--- src/rtl/mpu6050_pkg.sv ---
// Shared constants for the MPU-6050 command sequencer: device/register map,
// FSM state encoding and the order of the seven sample words.
package mpu6050_pkg;

  localparam logic [6:0] MPU_DEV_ADDR     = 7'h68;
  localparam logic [7:0] REG_PWR_MGMT_1   = 8'h6B;
  localparam logic [7:0] REG_ACCEL_XOUT_H = 8'h3B;
  localparam logic [7:0] REG_WHO_AM_I     = 8'h75;
  localparam logic [7:0] PWR_WAKE_VALUE   = 8'h00;

  localparam int MPU_NUM_BYTES = 14;
  localparam int MPU_NUM_WORDS = 7;

  localparam int W_ACCEL_X = 0;
  localparam int W_ACCEL_Y = 1;
  localparam int W_ACCEL_Z = 2;
  localparam int W_TEMP    = 3;
  localparam int W_GYRO_X  = 4;
  localparam int W_GYRO_Y  = 5;
  localparam int W_GYRO_Z  = 6;

  typedef enum logic [2:0] {
    ST_WAIT_INIT = 3'd0,
    ST_INIT_WR   = 3'd1,
    ST_IDLE      = 3'd2,
    ST_RD_PTR    = 3'd3,
    ST_RD_DATA   = 3'd4,
    ST_UPDATE    = 3'd5,
    ST_ERR       = 3'd6
  } state_e;

endpackage

--- src/rtl/mpu6050_tick_gen.sv ---
// Modulo-MODULUS counter; tick is high for the cycle in which the count sits
// at MODULUS-1 while enabled, and the count wraps to zero on that edge.
module mpu6050_tick_gen #(
  parameter int unsigned MODULUS = 1000
) (
  input  logic clk,
  input  logic rst_n,
  input  logic en,
  output logic tick
);

  localparam int CW = (MODULUS > 1) ? $clog2(MODULUS) : 1;

  logic [CW-1:0] cnt_q, cnt_d;

  always_comb begin
    cnt_d = cnt_q;
    tick  = 1'b0;
    if (en) begin
      if (cnt_q == CW'(MODULUS - 1)) begin
        cnt_d = '0;
        tick  = 1'b1;
      end else begin
        cnt_d = cnt_q + 1'b1;
      end
    end
  end

  always_ff @(posedge clk) begin
    if (!rst_n) begin
      cnt_q <= '0;
    end else begin
      cnt_q <= cnt_d;
    end
  end

endmodule

--- src/rtl/mpu6050_ctrl.sv ---
// MPU-6050 command sequencer: wakes the sensor, then burst-reads the 14 sample
// bytes each sample tick through an I2C byte master and publishes 7 words.
module mpu6050_ctrl
  import mpu6050_pkg::*;
#(
  parameter int unsigned        FPGA_CLK  = 50_000_000,
  parameter int unsigned        SAMPLE_HZ = 1_000,
  parameter int unsigned        INIT_DLY  = 5_000_000,
  parameter int                 ADDR_SZ   = 7,
  parameter int                 DATA_SZ   = 8,
  parameter logic [ADDR_SZ-1:0] DEV_ADDR  = MPU_DEV_ADDR,
  parameter logic [DATA_SZ-1:0] PWR_REG   = REG_PWR_MGMT_1,
  parameter logic [DATA_SZ-1:0] START_REG = REG_ACCEL_XOUT_H,
  parameter int                 NUM_BYTES = MPU_NUM_BYTES
) (
  input  logic               CLK,
  input  logic               RST_n,
  output logic               O_EN,
  output logic [ADDR_SZ-1:0] O_ADDR,
  output logic               O_RW,
  output logic [DATA_SZ-1:0] O_DATA_WR,
  input  logic               I_BUSY,
  input  logic [DATA_SZ-1:0] I_DATA_RD,
  input  logic               I_ACK_FL,
  output logic [15:0]        O_ACCEL_X,
  output logic [15:0]        O_ACCEL_Y,
  output logic [15:0]        O_ACCEL_Z,
  output logic [15:0]        O_TEMP,
  output logic [15:0]        O_GYRO_X,
  output logic [15:0]        O_GYRO_Y,
  output logic [15:0]        O_GYRO_Z,
  output logic               O_VALID,
  output logic               O_ERR,
  output logic               O_INIT_DONE,
  output logic [2:0]         O_DBG_STATE
);

  localparam int unsigned TICK  = FPGA_CLK / SAMPLE_HZ;
  localparam int          CNT_W = $clog2(NUM_BYTES + 2);

  state_e             state_q, state_d;
  logic               busy_q, busy_d;
  logic               en_q, en_d;
  logic               rw_q, rw_d;
  logic [DATA_SZ-1:0] data_wr_q, data_wr_d;
  logic [CNT_W-1:0]   rise_cnt_q, rise_cnt_d;
  logic [CNT_W-1:0]   fall_cnt_q, fall_cnt_d;
  logic [DATA_SZ-1:0] buf_q [NUM_BYTES];
  logic [DATA_SZ-1:0] buf_d [NUM_BYTES];
  logic [15:0]        word_q [MPU_NUM_WORDS];
  logic [15:0]        word_d [MPU_NUM_WORDS];
  logic               valid_q, valid_d;
  logic               err_q, err_d;
  logic               init_done_q, init_done_d;

  logic rise, fall, active;
  logic init_tick, sample_tick;

  mpu6050_tick_gen #(.MODULUS(INIT_DLY)) u_init_dly (
    .clk   (CLK),
    .rst_n (RST_n),
    .en    (state_q == ST_WAIT_INIT),
    .tick  (init_tick)
  );

  mpu6050_tick_gen #(.MODULUS(TICK)) u_sample_tick (
    .clk   (CLK),
    .rst_n (RST_n),
    .en    (1'b1),
    .tick  (sample_tick)
  );

  // Master handshake: a BUSY rise means the master latched EN/RW/DATA_WR, so
  // the next byte (or EN=0 after the last) is presented on that edge; a BUSY
  // fall means one byte finished, and the fall seen with EN=0 ends the transfer.
  assign busy_d = I_BUSY;
  assign rise   = I_BUSY & ~busy_q;
  assign fall   = ~I_BUSY & busy_q;
  assign active = (state_q == ST_INIT_WR) || (state_q == ST_RD_PTR) ||
                  (state_q == ST_RD_DATA);

  always_comb begin
    state_d     = state_q;
    en_d        = en_q;
    rw_d        = rw_q;
    data_wr_d   = data_wr_q;
    rise_cnt_d  = rise_cnt_q;
    fall_cnt_d  = fall_cnt_q;
    buf_d       = buf_q;
    word_d      = word_q;
    valid_d     = 1'b0;
    err_d       = err_q;
    init_done_d = init_done_q;

    if (rise) rise_cnt_d = rise_cnt_q + 1'b1;
    if (fall) fall_cnt_d = fall_cnt_q + 1'b1;

    unique case (state_q)
      ST_WAIT_INIT: begin
        if (init_tick) begin
          state_d    = ST_INIT_WR;
          en_d       = 1'b1;
          rw_d       = 1'b0;
          data_wr_d  = PWR_REG;
          rise_cnt_d = '0;
          fall_cnt_d = '0;
        end
      end
      ST_INIT_WR: begin
        if (rise) begin
          if (rise_cnt_q == '0) data_wr_d = DATA_SZ'(PWR_WAKE_VALUE);
          else                  en_d      = 1'b0;
        end
        if (fall && !en_q) begin
          init_done_d = 1'b1;
          state_d     = ST_IDLE;
        end
      end
      ST_IDLE: begin
        if (sample_tick) begin
          state_d    = ST_RD_PTR;
          en_d       = 1'b1;
          rw_d       = 1'b0;
          data_wr_d  = START_REG;
          rise_cnt_d = '0;
          fall_cnt_d = '0;
        end
      end
      ST_RD_PTR: begin
        // Switching RW while EN stays high makes the master issue a repeated start.
        if (rise) begin
          rw_d    = 1'b1;
          state_d = ST_RD_DATA;
        end
      end
      ST_RD_DATA: begin
        if (rise && rise_cnt_q == CNT_W'(NUM_BYTES)) en_d = 1'b0;
        if (fall && !I_ACK_FL) begin
          for (int i = 0; i < NUM_BYTES; i++) begin
            if (fall_cnt_q == CNT_W'(i + 1)) buf_d[i] = I_DATA_RD;
          end
        end
        if (fall && !en_q) state_d = ST_UPDATE;
      end
      ST_UPDATE: begin
        for (int i = 0; i < MPU_NUM_WORDS; i++) begin
          word_d[i] = {buf_q[2*i], buf_q[2*i+1]};
        end
        valid_d = 1'b1;
        err_d   = 1'b0;
        state_d = ST_IDLE;
      end
      ST_ERR: begin
        if (!I_BUSY && sample_tick) begin
          en_d       = 1'b1;
          rw_d       = 1'b0;
          rise_cnt_d = '0;
          fall_cnt_d = '0;
          if (init_done_q) begin
            state_d   = ST_RD_PTR;
            data_wr_d = START_REG;
          end else begin
            state_d   = ST_INIT_WR;
            data_wr_d = PWR_REG;
          end
        end
      end
      default: state_d = ST_WAIT_INIT;
    endcase

    // A NACK on any byte aborts the transfer; already-published words stay put.
    if (active && fall && I_ACK_FL) begin
      state_d     = ST_ERR;
      en_d        = 1'b0;
      err_d       = 1'b1;
      init_done_d = init_done_q;
    end
  end

  always_ff @(posedge CLK) begin
    if (!RST_n) begin
      state_q     <= ST_WAIT_INIT;
      busy_q      <= 1'b0;
      en_q        <= 1'b0;
      rw_q        <= 1'b0;
      data_wr_q   <= '0;
      rise_cnt_q  <= '0;
      fall_cnt_q  <= '0;
      valid_q     <= 1'b0;
      err_q       <= 1'b0;
      init_done_q <= 1'b0;
      for (int i = 0; i < NUM_BYTES; i++) buf_q[i] <= '0;
      for (int i = 0; i < MPU_NUM_WORDS; i++) word_q[i] <= '0;
    end else begin
      state_q     <= state_d;
      busy_q      <= busy_d;
      en_q        <= en_d;
      rw_q        <= rw_d;
      data_wr_q   <= data_wr_d;
      rise_cnt_q  <= rise_cnt_d;
      fall_cnt_q  <= fall_cnt_d;
      valid_q     <= valid_d;
      err_q       <= err_d;
      init_done_q <= init_done_d;
      buf_q       <= buf_d;
      word_q      <= word_d;
    end
  end

  assign O_EN        = en_q;
  assign O_ADDR      = DEV_ADDR;
  assign O_RW        = rw_q;
  assign O_DATA_WR   = data_wr_q;
  assign O_ACCEL_X   = word_q[W_ACCEL_X];
  assign O_ACCEL_Y   = word_q[W_ACCEL_Y];
  assign O_ACCEL_Z   = word_q[W_ACCEL_Z];
  assign O_TEMP      = word_q[W_TEMP];
  assign O_GYRO_X    = word_q[W_GYRO_X];
  assign O_GYRO_Y    = word_q[W_GYRO_Y];
  assign O_GYRO_Z    = word_q[W_GYRO_Z];
  assign O_VALID     = valid_q;
  assign O_ERR       = err_q;
  assign O_INIT_DONE = init_done_q;
  assign O_DBG_STATE = state_q;

endmodule

--- config.mk ---
export PLATFORM = sky130hd
export DESIGN_NAME = mpu6050_ctrl
export DESIGN_NICKNAME = d
export VERILOG_FILES = /design/src/rtl/mpu6050_pkg.sv /design/src/rtl/mpu6050_tick_gen.sv /design/src/rtl/mpu6050_ctrl.sv
export SDC_FILE = /design/constraint.sdc
export NUM_CORES = 1
export LEC_CHECK = 0
export ABC_AREA = 1
export BUFFER_PORTS_ARGS = -buffer_cell sky130_fd_sc_hd__buf_4
export CORE_ASPECT_RATIO = 0.75
export CORE_UTILIZATION = 47
export CTS_BUF_LIST = sky130_fd_sc_hd__clkbuf_8
export CTS_CLUSTER_SIZE = 16
export DETAILED_ROUTE_END_ITERATION = 8
export PLACE_DENSITY = 0.65
export SYNTH_ARGS = -nofsm -noshare
export SYNTH_HDL_FRONTEND = slang
export SYNTH_HIERARCHICAL = 1
export SYNTH_SLANG_ARGS = --single-unit
--- constraint.sdc ---
create_clock -name CLK -period 2.7 [get_ports CLK]
set_input_delay 0.54 -clock CLK [delete_from_list [all_inputs] [get_ports CLK]]
set_output_delay 0.54 -clock CLK [all_outputs]
set_load 0.02 [all_outputs]
==> flow_metrics.env <==
export IMPL_status="finished clean"
export IMPL_critPathKind="flip-flop to flip-flop"
export IMPL_syn_avg_cell_area_um2=7.57
export IMPL_max_freq_mhz=446
export IMPL_finalSetupViolations=0
export IMPL_fin_util_pct=56.5
export IMPL_die_h_um=137
export IMPL_ios=147
export IMPL_hp_start="I_BUSY"
export IMPL_pwr_density_cell_nw_per_um2=746
export IMPL_syn_area_um2=11400
export IMPL_yosysTopAreaCell="dfxtp_1"
export IMPL_worst_path_max_delay_cell="dfxtp_1"
export IMPL_maxCapViolations=0
export IMPL_dieArea_um2=24900
export IMPL_die_w_um=182
export IMPL_synthCells=1509
export IMPL_synthToLayoutAreaGrowth_pct=18.3
export IMPL_r2r_start="O_DBG_STATE[0]$_SDFFE_PP0P_"
export IMPL_fp_coreArea_um2=23900
export IMPL_wl_per_cell_um=14.3
export IMPL_gp_congestion=0.874
export IMPL_nFillCells=2260
export IMPL_grt_use_met1_pct=32.4
export IMPL_skew_ns=0.0204
export IMPL_cp_startpoint="O_DBG_STATE[0]$_SDFFE_PP0P_"
export IMPL_maxSlewHeadroom_pct=55.9
export IMPL_drive_gt1_share_pct=16.3
export IMPL_gr_usage_met3_pct=4.12
export IMPL_power_internal_w=0.00713
export IMPL_h_tree_depth=2
export IMPL_synth_cell_types=36
export IMPL_drt_iter0_drc=730
export IMPL_nets=1654
export IMPL_grtUsageMet2_pct=33.5
export IMPL_max_stage_delay_ns=0.47
export IMPL_crit_top_cell="nand2_1"
export IMPL_dp_final_hpwl_um=17900
export IMPL_worstSetupStartpointType="flip-flop"
export IMPL_clk_latency_ns=0.55
export IMPL_cts_tree="built"
export IMPL_synth_most_common_cell="dfxtp_1"
export IMPL_vias_per_cell=5.00
export IMPL_rsz0062_at_grt="no"
export IMPL_path_delay_family="simple AND/OR/NAND/NOR gates"
export IMPL_ant_nets=0
export IMPL_crit_fanout=13
export IMPL_yosys_area_top_type_share_pct=49.6
export IMPL_clk_pin_slew_ns=0.06
export IMPL_io_buffers=137
export IMPL_period_needed_ns=2.24
export IMPL_diodes=0
export IMPL_ir_worst_vdd_mv=0.424
export IMPL_p_seq_share_pct=46.2
export IMPL_switching_share_pct=29.3
export IMPL_cts_hold_buf=0
export IMPL_drt_first_pass_iters=7
export IMPL_grt_pass1_wl_um=45000
export IMPL_yosysSeqAreaShare_pct=49.6
export IMPL_grt_max_degree=100
export IMPL_synth_top_flop_cell="dfxtp_1"
export IMPL_cp_arrival_ns=2.68
export IMPL_yosysWarnings=6
export IMPL_globalRouteOverflowTotal=0
export IMPL_rows=49
export IMPL_totalWireLength_um=28200
export IMPL_busiest_layer="met2"
export IMPL_worst_setup_path_end_kind="flip-flop"
export IMPL_grt_usage_pct=22.3
export IMPL_worstPathRequired_ns=3.14
export IMPL_synth_seq_cells=283
export IMPL_p_comb_share_pct=16.7
export IMPL_netlist_top_cells_count="dfxtp_1, a21oi_1, inv_1, nand2_1, o21ai_0"
export IMPL_first_global_vias=8900
export IMPL_tightestPinTransition_ns=0.661
export IMPL_cts_buffers=45
export IMPL_netlist_top_cells_area="dfxtp_1, a21oi_1, o21ai_0"
export IMPL_power_net_switching_w=0.00295
export IMPL_period_share_pct=83.0
export IMPL_finalHoldViolCount=0
export IMPL_ctsResizeCount=0
export IMPL_initial_core_util_pct=47.8
export IMPL_slew_viol_final=0
export IMPL_antenna_found_initial=2
export IMPL_path_buf_inv=1
export IMPL_cts_root_buf="clkbuf_8"
export IMPL_clkPwrFrac_pct=37.2
export IMPL_vias=9845
export IMPL_p_leak_nw=5.22
export IMPL_tns_ns=0
export IMPL_clock_sinks=283
export IMPL_synth_edff_count=0
export IMPL_async_flop_share_pct=0
export IMPL_holdCritPathClass="input port to flip-flop"
export IMPL_path_cells="nor3_1 -> nand2_1 -> nor2_1 -> nand3_2 -> nor2_2 -> inv_1 -> nand3_1 -> nand2_1 -> a21oi_1 -> nand2_1 -> nand2_1 -> nor2_1"
export IMPL_clk_path_buf_depth=3
export IMPL_drc=0
export IMPL_cts_setup_buffers=0
sequential cells by signal, summed over array words and instances (netlist names):
register	flops
O_ACCEL_X	16
u_init_dly/cnt_q	23
O_DBG_STATE	3
O_INIT_DONE	1
u_sample_tick/cnt_q	16
O_GYRO_Y	16
fall_cnt_q	4
O_ACCEL_Z	16
O_ERR	1
O_ACCEL_Y	16
O_DATA_WR	3
O_VALID	1
O_GYRO_X	16
rise_cnt_q	4
O_EN	1
O_GYRO_Z	16
busy_q	1
O_TEMP	16
O_RW	1
buf_q	112
cells by family after synthesis:
kind of cell	after synthesis	share of synthesized area, %
fa+ha+maj	9	0.986
compound gates	411	18.1
simple gates	497	19.7
mux	1	0.0876
flops	283	49.6
xor+xnor	10	0.767
other cells	2	0.0658
buf+inv	296	10.7
cell type report:
| type | instances | area (µm²) | area share (%) |
|---|---|---|---|
| clock buffers | 57 | 785 | 5.80 |
| clock inverters | 21 | 141 | 1.05 |
| inverters | 214 | 808 | 5.98 |
| multi-input cells | 943 | 4590 | 33.9 |
| flip-flops and latches | 283 | 5670 | 41.9 |
| well taps | 306 | 383 | 2.83 |
| repair buffers | 146 | 1150 | 8.48 |
worst register-to-register path: stages (launching register included):
cell and delay (ns):
dfxtp_1 0.47, nor3_1 0.34, nand2_1 0.09, nor2_1 0.15, nand3_2 0.09, nor2_2 0.15, inv_1 0.06, nand3_1 0.08
nand2_1 0.07, a21oi_1 0.18, nand2_1 0.23, nand2_1 0.18, nor2_1 0.06
cells in the final DEF (no fill, tap or decap):
master | netlist | final
a211oi_1 | 2 | 2
o21ai_0 | 179 | 179
o31ai_1 | 1 | 1
ha_1 | 9 | 9
clkinv_2 | 0 | 5
o21bai_1 | 1 | 1
buf_12 | 0 | 4
a21oi_1 | 227 | 227
nor2_4 | 12 | 12
nand3_1 | 60 | 60
xnor2_1 | 3 | 3
nand2_2 | 22 | 22
nand3b_1 | 3 | 3
conb_1 | 2 | 15
nand2_1 | 204 | 204
nor3_1 | 14 | 14
nand2_4 | 1 | 1
nor3b_1 | 2 | 2
xor2_1 | 7 | 7
a31oi_1 | 1 | 1
bufinv_16 | 0 | 2
nand3_2 | 4 | 3
dfxtp_1 | 283 | 283
inv_1 | 206 | 218
inv_2 | 5 | 6
nor2_2 | 9 | 9
clkinv_1 | 1 | 1
clkbuf_8 | 0 | 57
buf_4 | 14 | 142
nand3_4 | 2 | 3
nor2_1 | 148 | 148
inv_4 | 2 | 2
clkinvlp_4 | 0 | 1
mux2i_1 | 1 | 1
nand4_1 | 14 | 14
or2_2 | 2 | 2
through the flow:
stage               setup WS [ns]  total power, W  instances  hold WS, ns  instance area (µm²)
floorplan                   0.670         0.00578       1522        0.420                11500
global placement            0.555         0.00639       1892        0.427                12600
detailed placement          0.503         0.00641       1892        0.432                12600
CTS                         0.500          0.0102       1970        0.213                13500
global route                0.222          0.0106       1970        0.236                13500
finish                      0.459          0.0101       1970        0.243                13500
layer usage:
layer  up-vias  wire length [µm]
met5         -                 0
met4         0               430
met3        38              1830
met2       293             11800
met1      4448             14100
li1       5066                 -
worst paths after layout:
check	cells after the start	slack [ns]	end
setup / recovery	12	0.46	O_RW$_SDFFE_PN0P_
hold / removal	3	0.24	busy_q$_SDFF_PN0_
setup reg to reg	12	0.46	O_RW$_SDFFE_PN0P_
hold reg to reg	2	0.44	buf_q[90]$_SDFFE_PN0P_
power groups by stage:
stage                     combinational [W]  sequential [W]  clock (W)
after global routing                0.00185         0.00468    0.00403
after floorplan                    0.000827         0.00496          0
final                               0.00168         0.00465    0.00375
after global placement              0.00165         0.00474          0
after detailed placement            0.00168         0.00474          0
after CTS                           0.00168         0.00465    0.00383
Note: power is estimated with default switching activity, not from simulation.
